--- config.mk ---
export PLATFORM = sky130hd
export DESIGN_NAME = serial_adder
export DESIGN_NICKNAME = d
export VERILOG_FILES = /design/src/rtl/serial_adder.sv
export SDC_FILE = /design/constraint.sdc
export NUM_CORES = 1
export LEC_CHECK = 0
export BUFFER_PORTS_ARGS = -buffer_cell sky130_fd_sc_hd__buf_2
export CORE_MARGIN = 2
export CORE_UTILIZATION = 50
export CTS_CLUSTER_SIZE = 16
export DETAILED_ROUTE_END_ITERATION = 7
export PLACE_DENSITY = 0.85
export SLEW_MARGIN = 5
export SYNTH_ARGS = -nofsm -noshare
export SYNTH_HDL_FRONTEND = slang
export SYNTH_SLANG_ARGS = --single-unit
--- constraint.sdc ---
create_clock -name clk -period 1.83 [get_ports clk]
set_input_delay 0.366 -clock clk [delete_from_list [all_inputs] [get_ports clk]]
set_output_delay 0.366 -clock clk [all_outputs]
set_load 0.005 [all_outputs]
--- src/rtl/serial_adder.sv ---
// Multi-cycle LSB-first adder: DIGIT bits per clock through a registered-carry slice.
// Optional subtraction (sub port, ~b with inverted carry-in) is built when SERIAL_ADDER_SUB_EN is defined.
module serial_adder #(
  parameter int WIDTH = 8,
  parameter int DIGIT = 1
) (
  input  logic             clk,
  input  logic             rst,
  input  logic             start,
  input  logic [WIDTH-1:0] a,
  input  logic [WIDTH-1:0] b,
  input  logic             cin,
`ifdef SERIAL_ADDER_SUB_EN
  input  logic             sub,
`endif
  output logic             ready,
  output logic             busy,
  output logic             done,
  output logic [WIDTH-1:0] sum,
  output logic             cout,
  output logic             ovf
);

  localparam int N  = WIDTH / DIGIT;
  localparam int CW = $clog2(N + 1);
  localparam logic [CW-1:0] LAST = CW'(N - 1);

  generate
    if (DIGIT < 1 || DIGIT > WIDTH || (WIDTH % DIGIT) != 0) begin : g_bad_cfg
      $error("serial_adder: DIGIT must be in 1..WIDTH and divide WIDTH");
    end
  endgenerate

  typedef enum logic [1:0] {IDLE, RUN, DONE} state_t;

  state_t           state;
  logic [WIDTH-1:0] a_sh, b_sh, psum, psum_next, b_load;
  logic             carry, cin_load;
  logic [CW-1:0]    cnt;
  logic [DIGIT-1:0] a_d, b_d, d_sum;
  logic [DIGIT:0]   d_full;
  logic             d_cout, d_cmsb;

`ifdef SERIAL_ADDER_SUB_EN
  assign b_load   = sub ? ~b : b;
  assign cin_load = sub ^ cin;
`else
  assign b_load   = b;
  assign cin_load = cin;
`endif

  assign a_d    = a_sh[DIGIT-1:0];
  assign b_d    = b_sh[DIGIT-1:0];
  assign d_full = {1'b0, a_d} + {1'b0, b_d} + {{DIGIT{1'b0}}, carry};
  assign d_sum  = d_full[DIGIT-1:0];
  assign d_cout = d_full[DIGIT];
  // Carry into the slice's top bit, recovered from its sum bit; on the last digit this is the carry into the MSB.
  assign d_cmsb = d_sum[DIGIT-1] ^ a_d[DIGIT-1] ^ b_d[DIGIT-1];
  assign psum_next = (psum >> DIGIT) | (WIDTH'(d_sum) << (WIDTH - DIGIT));

  always_ff @(posedge clk or posedge rst) begin
    if (rst) begin
      state <= IDLE;
      a_sh  <= '0;
      b_sh  <= '0;
      psum  <= '0;
      carry <= 1'b0;
      cnt   <= '0;
      sum   <= '0;
      cout  <= 1'b0;
      ovf   <= 1'b0;
      ready <= 1'b1;
      busy  <= 1'b0;
      done  <= 1'b0;
    end else begin
      case (state)
        IDLE, DONE: begin
          done <= 1'b0;
          if (start) begin
            a_sh  <= a;
            b_sh  <= b_load;
            carry <= cin_load;
            cnt   <= '0;
            state <= RUN;
            ready <= 1'b0;
            busy  <= 1'b1;
          end else begin
            state <= IDLE;
            ready <= 1'b1;
            busy  <= 1'b0;
          end
        end
        RUN: begin
          a_sh  <= a_sh >> DIGIT;
          b_sh  <= b_sh >> DIGIT;
          carry <= d_cout;
          psum  <= psum_next;
          cnt   <= cnt + CW'(1);
          if (cnt == LAST) begin
            sum   <= psum_next;
            cout  <= d_cout;
            ovf   <= d_cmsb ^ d_cout;
            state <= DONE;
            ready <= 1'b1;
            busy  <= 1'b0;
            done  <= 1'b1;
          end
        end
        default: begin
          state <= IDLE;
          ready <= 1'b1;
          busy  <= 1'b0;
          done  <= 1'b0;
        end
      endcase
    end
  end

endmodule
* Word-level counts from Yosys, hierarchy flattened
Index checks and enable logic that the tools add are counted.
** Operators by class
- Reduce and logical (&&, ||, !) cells :: 5
- Bitwise logic cells :: 4
- Multiplexer cells :: 18
- Equality and inequality tests :: 5
- Add/subtract/negate cells :: 3
** Operators by type and width (count)
- $pmux 8 s2 :: 2
- $mux 8 :: 2
- $or 7x8->8 :: 1
- $pmux 4 s2 :: 1
- $mux 1 :: 7
- $pmux 1 s2 :: 3
- $add 4x1->4 const B :: 1
- $eq 4x3->1 const B :: 1
- $mux 4 :: 1
- $ne 2x2->1 const B :: 2
- $pmux 2 s2 :: 1
- $reduce_and 2->1 :: 2
- $xor 1x1->1 :: 3
- $add 1x1->2 :: 1
- $add 2x1->2 :: 1
- $eq 2x1->1 const B :: 1
- $eq 2x2->1 const B :: 1
- $logic_not 2->1 :: 1
- $mux 2 :: 1
- $reduce_bool 2->1 :: 1
- $reduce_or 2->1 :: 1
** Storage, ports and cells
- Logic and storage cells :: 47
- Input bits :: 20
- Output and inout bits :: 13
- Bits in registers :: 44

* Logic depth before layout (Yosys ltp)
Gate-level depths: netlist (run 1).
- Word-level depth :: 5
- Depth in mapped cells :: 5
- Depth with buffers taken out :: 4

* Worst setup path before layout (run 1)
OpenSTA, ideal clock, no wires.
- Path kind :: register -> register
- From :: register a_sh[0]
- To :: register ovf
- Buffers on the path :: 0
- Slack :: 0.269 ns
- Library setup time :: 0.125 ns
- Cell stages (with the launch flop) :: 5
- Arrival time :: 1.436 ns
- Data required time :: 1.705 ns
- Period minus slack after synthesis :: 1.561 ns
- Path through :: dfrtp_1 fa_1 xnor2_1 xnor2_1 mux2_4
** On the way
- Word-level cells in the longest chain between the ends :: 5
** Ends and longest elaborated chain
- start, declared :: line 37 : logic [WIDTH-1:0] a_sh, b_sh, psum, psum_next, b_load;
- start signal, assigned :: line 94 : a_sh <= a_sh >> DIGIT;
- $add 1x1->2 :: line 54 : assign d_full = {1'b0, a_d} + {1'b0, b_d} + {{DIGIT{1'b0}}, carry};
- $add 2x1->2 :: line 54
- net d_full[0] :: line 41 : logic [DIGIT:0] d_full;
- $xor 1x1->1 (2 in series) :: line 58 : assign d_cmsb = d_sum[DIGIT-1] ^ a_d[DIGIT-1] ^ b_d[DIGIT-1];
- $xor 1x1->1 :: line 102 : ovf <= d_cmsb ^ d_cout;
- end signal, assigned :: line 102
- end, declared :: line 21 : output logic ovf
The timed path passes the listed nets, and every way through them passes these cells.
A chain may end at the register's enable or synchronous reset.

* Worst setup path after layout (run 1)
Ends and elaborated chain as after synthesis.

==> results.cfg, run 1 <==
[floorplan]
ioPinCount = 33
chipWidth_um = 64.0
die_area_um2 = 4100
floorplan.die.height_um = 64.0
placeableCoreArea_um2 = 3390
initial_utilization_pct = 53.1
std_cell_rows = 21

[global_routing]
grt_pass1_wl_um = 5080
grt.overflow.total = 0
largest_net_degree_at_the_start_of_global_routing = 43
grtUsageTotal_pct = 16.4
antenna_violations_before_repair = 0
via_count_of_the_first_global_routing_pass = 1117

[sta]
finalSetupViolations = 0
worst_setup_skew_after_layout_ns = 0.0147
post-route-period-util_pct = 91.2
report.final.slew_viol_count = 0
achievable-frequency_mhz = 599
layout_min_cycle_time_ns = 1.67
slew_headroom_pct = 66.5
fin_setup_tns_ns = 0
timing.final.hold_violations = 0
grt_setup_unrepaired = no
worst_pin_slew_ns = 0.502

[yosys]
async_flop_share_pct = 100
synth_enable_flop_cells = 0
most_used_standard_cells_in_the_synthesized_netlist = dfrtp_1 (41), a22o_1 (19), a21o_1 (15)
net_count_after_synthesis = 145
area_share_of_the_largest_cell_type_after_synthesis_pct = 57.0
yosys_register_bits = 42
yosys_warnings = 0
post-synth-top-count-cell = dfrtp_1
synthSimpleGateAreaFrac_pct = 4.79
synth_top_cell_by_area = dfrtp_1
primary_flip_flop_cell_chosen_by_synthesis_mapping = dfrtp_1
synthAdderAreaFrac_pct = 1.81
synth-compound-area-share_pct = 15.9
largest_family_of_logic_cells_by_synthesized_area = compound AO/OA/AOI/OAI gates
synth.yosys.seq_area_share_pct = 58.4
synth.area.mux_share_pct = 14.2
synthCells = 123
yosys.area_share.xor_xnor_pct = 1.46
synth_area_um2 = 1800
mean_instance_size_in_the_synthesized_netlist_um2 = 14.6
post_synth_num_cell_types = 26
synth_top_cells_by_area = dfrtp_1 (57%), a22o_1 (9.2%), mux2_4 (7.5%)

[clocking]
clock_sinks = 42
cts.repair.resized = 0
clk_path_buf_depth = 2
tritoncts.num_buffers = 5
cts_setup_buffers = 0
clk_root_buffer_cell = clkbuf_4
tritoncts = done
cts.hold.buffers_added = 0
clk_pin_slew_ns = 0.12
cts_htree_levels = 2
worstSkewPairLatency_ns = 0.35

[power_and_ir_drop]
clock_power_share_pct = 12.1
total_leakage_power_uw = 0.00109
intPower_uw = 2400
pwr-share-seq_pct = 45.5
share_comb_of_total_power_pct = 42.4
worst_ir_drop_vdd_mv = 0.721
power.switching_uw = 1200
power.share.switching_pct = 33.2
power-per-cell-area_nw_per_um2 = 1760

[route]
dr_total_vias = 1090
route.antenna.remaining_nets = 0
drcViolationCount = 0
detail_route.first_pass.iterations = 4
avgViaCountPerCell = 5.32
routed_wire_length_per_instance_um = 14.0
detail_route.iter0.violations = 31
routed_wl_um = 2870

[worst_setup_path]
crit_slowest_cell = fa_1
critical-path-top-cell-by-count = xnor2_1
crit_fanout = 3
cp_cell_sequence = fa_1 > xnor2_1 > xnor2_1 > mux2_4
worstSetupStartpointType = register
critPathCaptureType = register
worstPathRequired_ns = 2.06
rr_worst_depth = 4
criticalPathCategory = reg2reg
cpPeakStageDelay_ns = 0.61
crit_arrival_ns = 1.90

[final_layout]
layoutNonFillerInstCount = 205
finalNetCount = 180
num_antenna_cells = 0
drive_gt1_share_pct = 37.7
layout-area-overhead-vs-synth_pct = 13.8

[status]
run_status = completed

[worst_hold_path]
hold_path.class = in2async

[placement]
place_congestion = 0.765
port_buffers = 32
hpwl_detailed_um = 1980
place.detailed.instances = 197

[flow_run]
max_capacitance_violation_total = 0
## critical path: cells and delay by family, from the launching register on
family	cells	cell delay, ns
muxes	1	0.26
xor gates and xnor gates	2	0.24
DFF	1	0.44
adders and majority gates	1	0.61
## sequential cells by signal, indices dropped and copies added, names as in the netlist
signal,flops
cout,1
ovf,1
a_sh,8
sum,8
b_sh,8
ready,1
carry,1
psum,7
cnt,4
done,1
busy,1
state,1
## worst paths after layout
path,from,end,slack [ns]
min in group clk,b[7],b_sh[7],0.23
hold / removal,rst,sum[2],0.11
hold reg to reg,cnt[3],cnt[3],0.47
setup reg to reg,a_sh[0],ovf,0.16
max in group asynchronous,rst,cout,1.35
setup / recovery,a_sh[0],ovf,0.16
## metrics by stage
stage / instance area [um^2] / hold slack (ns) / worst slack (ns) / power, uW / util (%)
global route: 2050 / 0.150 / 0.0777 / 3900 / 60.4
CTS: 2050 / 0.130 / 0.152 / 3650 / 60.4
detailed placement: 2000 / 0.462 / 0.184 / 3210 / 58.9
floorplan: 1800 / 0.436 / 0.269 / 2880 / -
finish: 2050 / 0.113 / 0.161 / 3600 / 60.4
global placement: 2000 / 0.458 / 0.248 / 3100 / 58.9
## cell type report
type                       instances  area, um^2
fill                             267        1340
clock inverter                     2        10.0
sequential                        42        1050
multi-input combinational         73         688
tap                               46        57.6
clock buffer                       6        41.3
inverter                           1        3.75
timing repair buffer              35         195
## cell usage in the layout, fill, tap and decap left out
cell type / netlist / layout
nor2_4: 1 / 1
xnor2_1: 2 / 2
buf_12: 0 / 1
nand3_1: 1 / 1
ha_1: 1 / 1
clkbuf_1: 0 / 1
nor2b_1: 2 / 2
a22o_1: 19 / 19
mux2_1: 4 / 4
mux2_2: 5 / 5
buf_4: 1 / 2
o21a_1: 1 / 1
clkinv_2: 0 / 2
xor2_1: 1 / 1
and2b_4: 1 / 1
nand4_1: 1 / 1
buf_2: 3 / 32
fa_1: 1 / 1
mux2i_1: 2 / 2
nand2b_1: 1 / 1
nand3b_1: 1 / 1
dfstp_2: 1 / 1
nand2_1: 4 / 4
nor3b_2: 1 / 1
inv_1: 1 / 1
clkbuf_4: 0 / 5
mux2_4: 9 / 9
dfrtp_1: 41 / 41
a21o_1: 15 / 15
## routing by layer
metal / share of wire [%] / GRT usage [%] / wire (um)
met2: 48 / 25.4 / 1380
met5: 0 / 0 / 0
met1: 44 / 20.4 / 1250
met3: 6.7 / 7.04 / 193
met4: 1.6 / 5.71 / 46
## power by group through the flow
| stage | logic, uW | registers [uW] | clock network, uW |
|---|---|---|---|
| after floorplan | 1270 | 1610 | 0 |
| after global placement | 1470 | 1630 | 0 |
| after detailed placement | 1550 | 1660 | 0 |
| after CTS | 1560 | 1640 | 449 |
| after global routing | 1690 | 1700 | 505 |
| final | 1530 | 1640 | 436 |
## logic make-up (layout without fill, tap and decap cells)
kind of cell | count (synthesis) | in the layout
fa+ha+maj | 2 | 2
flops | 42 | 42
buf+inv | 8 | 44
compound gates | 35 | 35
xor+xnor | 3 | 3
mux | 20 | 20
simple gates | 13 | 13
No activity file was read; power rests on OpenSTA's default activity.
==> inputs of run 2 (changes only) <==
--- a/config.mk
+++ b/config.mk
@@ -7,11 +7,11 @@
 export LEC_CHECK = 0
 export BUFFER_PORTS_ARGS = -buffer_cell sky130_fd_sc_hd__buf_2
 export CORE_MARGIN = 2
-export CORE_UTILIZATION = 50
+export CORE_UTILIZATION = 49
 export CTS_CLUSTER_SIZE = 16
 export DETAILED_ROUTE_END_ITERATION = 7
-export PLACE_DENSITY = 0.85
-export SLEW_MARGIN = 5
+export PLACE_DENSITY = 0.86
+export SLEW_MARGIN = 20
 export SYNTH_ARGS = -nofsm -noshare
 export SYNTH_HDL_FRONTEND = slang
 export SYNTH_SLANG_ARGS = --single-unit
==> constraint.sdc (replaced) <==
create_clock -name clk -period 1.5 [get_ports clk]
set_input_delay 0.3 -clock clk [delete_from_list [all_inputs] [get_ports clk]]
set_output_delay 0.3 -clock clk [all_outputs]
set_load 0.005 [all_outputs]
==> results.cfg, run 2 (synthesis gave the netlist of run 1 again) <==
[status]
run_status = complete, but fails checks
violations_in_the_final_reports = negative setup slack

[worst_setup_path]
critPathCaptureType = register
cpPeakStageDelay_ns = 0.38
worst_setup_startpoint = cnt[1]
crit_family = simple AND/OR/NAND/NOR gates
rr_worst_depth = 5
regToRegEndpoint = sum[3]
timing.reg2reg.setup_slack_ns = -0.12
criticalPathCategory = reg2reg
r2r-start = cnt[1]
crit_arrival_ns = 1.80
crit_slowest_cell = dfrtp_1
worstSetupStartpointType = register
worstPathRequired_ns = 1.68
crit_fanout = 4
number_of_buffer_and_inverter_instances_along_the_worst_setup_path = 1
cp_cell_sequence = ha_2 > nand3b_1 > nor3b_4 > buf_6 > mux2_4

[power_and_ir_drop]
intPower_uw = 3600
worst_ir_drop_vdd_mv = 0.854
power-per-cell-area_nw_per_um2 = 2310
power.share.switching_pct = 32.0
pwr-share-seq_pct = 37.9
power.switching_uw = 1700
total_leakage_power_uw = 0.00123
share_comb_of_total_power_pct = 48.1
clock_power_share_pct = 14.0

[sta]
worst_pin_slew_ns = 0.421
post-route-period-util_pct = 108
layout_min_cycle_time_ns = 1.62
fin_setup_tns_ns = -1.21
finalSetupViolations = 11
timing.final.hold_violations = 0
setup_ws_ns = -0.121
whs_ns = 0.0248
report.final.slew_viol_count = 0
achievable-frequency_mhz = 617
grt_setup_unrepaired = yes
slew_headroom_pct = 71.9
worst_setup_skew_after_layout_ns = 0.00305

[global_routing]
grt.overflow.total = 0
via_count_of_the_first_global_routing_pass = 1273
largest_net_degree_at_the_start_of_global_routing = 28
grt_pass1_wl_um = 5820
grtUsageTotal_pct = 18.4
antenna_violations_before_repair = 0

[route]
detail_route.first_pass.iterations = 4
drcViolationCount = 0
route.antenna.remaining_nets = 0
routed_wire_length_per_instance_um = 15.7
detail_route.iter0.violations = 77
avgViaCountPerCell = 5.34
routed_wl_um = 3590
dr_total_vias = 1217

[clocking]
cts.hold.buffers_added = 0
cts_htree_levels = 2
tritoncts.num_buffers = 5
clock_sinks = 42
clk_root_buffer_cell = clkbuf_8
worstSkewPairLatency_ns = 0.29
clk_path_buf_depth = 2
clk_pin_slew_ns = 0.08
tritoncts = done

[placement]
hpwl_detailed_um = 2390
port_buffers = 32
place.detailed.instances = 211
place_congestion = 0.774
dpl-instance-area_um2 = 2090
preCtsSetupSlack_ns = -0.0929

[floorplan]
ioPinCount = 33
die_area_um2 = 4180
initial_utilization_pct = 49.9
placeableCoreArea_um2 = 3610
floorplan.die.height_um = 64.6
std_cell_rows = 22
chipWidth_um = 64.6

[final_layout]
final_cell_area_um2 = 2300
layoutNonFillerInstCount = 228
layout-area-overhead-vs-synth_pct = 27.7
drive_gt1_share_pct = 48.3
largestRegisters = a_sh (8), b_sh (8), sum (8)
final.fill_count = 270
final_common_cell = dfrtp_1
num_antenna_cells = 0
finalNetCount = 201
layout.cells.most_common_list = dfrtp_1 (41), buf_2 (32), a22o_1 (19), buf_4 (19), a21o_1 (15)

[flow_run]
max_capacitance_violation_total = 0

[worst_hold_path]
hold_path.class = in2async
-- run 2: cell types whose count changed in the layout (fill, tap and decap cells not counted), moves of 2 or more --
cell	change
buf_4	+17
buf_6	+4
clkbuf_4	-5
clkbuf_8	+6
mux2_4	+2
nand2_1	-2
-- run 2: cell type report --
class                      instances  area (um^2)  area share (%)
clock inverter                     1         5.00           0.218
multi-input combinational         73          724            31.5
tap                               48         60.1            2.61
clock buffer                       7         86.3            3.75
inverter                           1         3.75           0.163
timing repair buffer              56          368            16.0
sequential                        42         1050            45.8
-- run 2: worst max-delay path by stage --
stage,to,slack (ns),cells after the start
after floorplan,ovf,-0.04,4
after CTS,cout,-0.09,5
after global routing,sum[5],-0.18,5
after detailed placement,sum[3],-0.09,5
final,sum[3],-0.12,5
after global placement,ovf,-0.03,4
-- run 2: per-layer routing --
| metal | share of wire [%] | vias up | wire length (um) | track usage (%) |
|---|---|---|---|---|
| met5 | 0 | - | 0 | 0 |
| met4 | 2.7 | 0 | 98 | 7.98 |
| met3 | 2.6 | 10 | 94 | 4.17 |
| met2 | 55 | 26 | 1960 | 32.9 |
| met1 | 40 | 624 | 1440 | 21.0 |
| li1 | - | 557 | - | - |
-- run 2: power by group through the flow --
| stage | registers [uW] | logic (uW) | clock network (uW) |
|---|---|---|---|
| after floorplan | 1960 | 1550 | 0 |
| after global placement | 1960 | 2060 | 0 |
| after detailed placement | 2020 | 2190 | 0 |
| after CTS | 2000 | 2300 | 759 |
| after global routing | 2080 | 2770 | 793 |
| final | 2010 | 2550 | 743 |
-- run 2: repair_timing --
| item | CTS | global route |
|---|---|---|
| resized for setup | 4 | 10 |
| endpoints found under the setup margin | 11 | 14 |
| setup buffers | 5 | 6 |
| pin swaps | 6 | 4 |
| cloned | 0 | 0 |
-- run 2: metrics by stage --
stage | util (%) | total power (uW)
2_1_floorplan | - | 3510
3_3_place_gp | 57.9 | 4020
3_5_place_dp | 57.9 | 4210
4_1_cts | 61.9 | 5070
5_1_grt | 63.8 | 5630
6_report | 63.8 | 5300
-- run 2: tightest hold or removal path: stages --
cell and delay (ns):
buf_2 0.09, inv_1 0.06, buf_4 0.22
==> inputs of run 3 (changes only) <==
--- a/config.mk
+++ b/config.mk
@@ -7,10 +7,12 @@
 export LEC_CHECK = 0
 export BUFFER_PORTS_ARGS = -buffer_cell sky130_fd_sc_hd__buf_2
 export CORE_MARGIN = 2
-export CORE_UTILIZATION = 49
+export CORE_UTILIZATION = 50
+export CTS_BUF_LIST = sky130_fd_sc_hd__clkbuf_8
 export CTS_CLUSTER_SIZE = 16
 export DETAILED_ROUTE_END_ITERATION = 7
-export PLACE_DENSITY = 0.86
+export PLACE_DENSITY = 0.88
+export SKIP_CTS_REPAIR_TIMING = 1
 export SLEW_MARGIN = 20
 export SYNTH_ARGS = -nofsm -noshare
 export SYNTH_HDL_FRONTEND = slang
==> results.cfg, run 3 (synthesis gave the netlist of run 1 again) <==
[status]
run_status = complete, but fails checks
violations_in_the_final_reports = negative setup slack

[global_routing]
grt.overflow.total = 0
largest_net_degree_at_the_start_of_global_routing = 22
via_count_of_the_first_global_routing_pass = 1203
antenna_violations_before_repair = 0
grtUsageTotal_pct = 17.4
grt_pass1_wl_um = 5420

[power_and_ir_drop]
power-per-cell-area_nw_per_um2 = 2260
worst_ir_drop_vdd_mv = 1.04
total_leakage_power_uw = 0.00119

[final_layout]
final_common_cell = dfrtp_1
finalNetCount = 195
drive_gt1_share_pct = 44.8
finish.utilization_pct = 65.7
num_antenna_cells = 0
layout.cells.most_common_list = dfrtp_1 (41), buf_2 (32), a22o_1 (19)
largestRegisters = a_sh (8), b_sh (8), sum (8)
layout-area-overhead-vs-synth_pct = 23.7

[worst_hold_path]
hold_path.class = in2reg
hold_start = b[7]
whs_endpoint = b_sh[7]
min_delay_path_depth = 2

[worst_setup_path]
worstSetupStartpointType = register
criticalPathCategory = reg2reg
crit_fanout = 2
number_of_buffer_and_inverter_instances_along_the_worst_setup_path = 0
r2r-start = a_sh[0]
crit_family = adder cells
cp_cell_sequence = fa_2 > xnor2_2 > xnor2_1 > mux2_4
rr_worst_depth = 4
worstPathRequired_ns = 1.67
regToRegEndpoint = ovf
critPathCaptureType = register
timing.reg2reg.setup_slack_ns = -0.09
cpPeakStageDelay_ns = 0.61
worst_setup_startpoint = a_sh[0]
crit_arrival_ns = 1.76
crit_slowest_cell = fa_2

[floorplan]
initial_utilization_pct = 53.1
placeableCoreArea_um2 = 3390
ioPinCount = 33
chipWidth_um = 64.0
die_area_um2 = 4100
floorplan.die.height_um = 64.0
std_cell_rows = 21

[sta]
finalSetupViolations = 4
worst_setup_skew_after_layout_ns = 0.00863
grt_setup_unrepaired = yes
achievable-frequency_mhz = 630
slew_headroom_pct = 73.7
worst_pin_slew_ns = 0.393
timing.final.hold_violations = 0
layout_min_cycle_time_ns = 1.59
setup_ws_ns = -0.0885
whs_ns = 0.236
post-route-period-util_pct = 106
report.final.slew_viol_count = 0

[clocking]
tritoncts.num_buffers = 5
clk_pin_slew_ns = 0.07
tritoncts = done
cts_htree_levels = 2
worstSkewPairLatency_ns = 0.29
clk_root_buffer_cell = clkbuf_8
clock_sinks = 42
clk_path_buf_depth = 2

[placement]
port_buffers = 32
place_congestion = 0.772
hpwl_detailed_um = 2350
preCtsSetupSlack_ns = -0.107

[route]
dr_total_vias = 1156
avgViaCountPerCell = 5.25
detail_route.first_pass.iterations = 3
routed_wl_um = 3150
detail_route.iter0.violations = 23
route.antenna.remaining_nets = 0
routed_wire_length_per_instance_um = 14.3
drcViolationCount = 0

[flow_run]
max_capacitance_violation_total = 0
run 3: cell count changes in the layout (fill, tap and decap cells not counted):
cell,previous run,this run
buf_4,19,15
buf_6,4,1
nand2_1,2,4
clkbuf_1,1,0
dlygate4sd3_1,0,1
inv_1,1,2
nand2_2,1,0
nand2_4,1,0
nor3b_2,0,1
nor3b_4,1,0
run 3: worst register-to-register path, cell delays in order, from the launching register on:
cell	delay [ns]
dfrtp_1	0.41
fa_2	0.61
xnor2_2	0.12
xnor2_1	0.08
mux2_4	0.26
run 3: per-layer routing:
layer | global-route usage, % | vias up | routed length, um
met5 | 0 | - | 0
met2 | 29.4 | 31 | 1630
met4 | 4.89 | 0 | 40
met1 | 20.3 | 575 | 1300
met3 | 6.87 | 4 | 174
li1 | - | 546 | -
run 3: worst max path at each step:
stage	end	slack, ns	depth (start not counted)
floorplan	ovf	-0.04	4
global placement	ovf	-0.03	4
detailed placement	ovf	-0.11	4
CTS	ovf	-0.12	4
global route	ovf	-0.14	4
finish	ovf	-0.09	4
run 3: power breakdown:
part / internal [uW] / leakage [uW] / switching, uW / total, uW
sequential: 1670 / 0.000523 / 327 / 2000
clock: 364 / 0.0000524 / 350 / 714
combinational: 1430 / 0.000619 / 895 / 2320
run 3: final cells by class:
type                    instances  area (um^2)
clock buffers                   6         82.6
clock inverters                 2         8.76
fillers                       247         1160
inverters                       1         3.75
multi-input cells              73          708
flip-flops and latches         42         1050
well taps                      46         57.6
repair buffers                 50          314
run 3: stage by stage:
step           cell area, um^2  total power [uW]  cells  TNS, ns
3_3_place_gp              2090              4040    209  -0.0338
4_1_cts                   2180              4940    217   -0.522
6_report                  2230              5030    220   -0.102
5_1_grt                   2230              5430    220   -0.669
2_1_floorplan             1800              3510    123  -0.0381
3_5_place_dp              2090              4210    209   -0.466
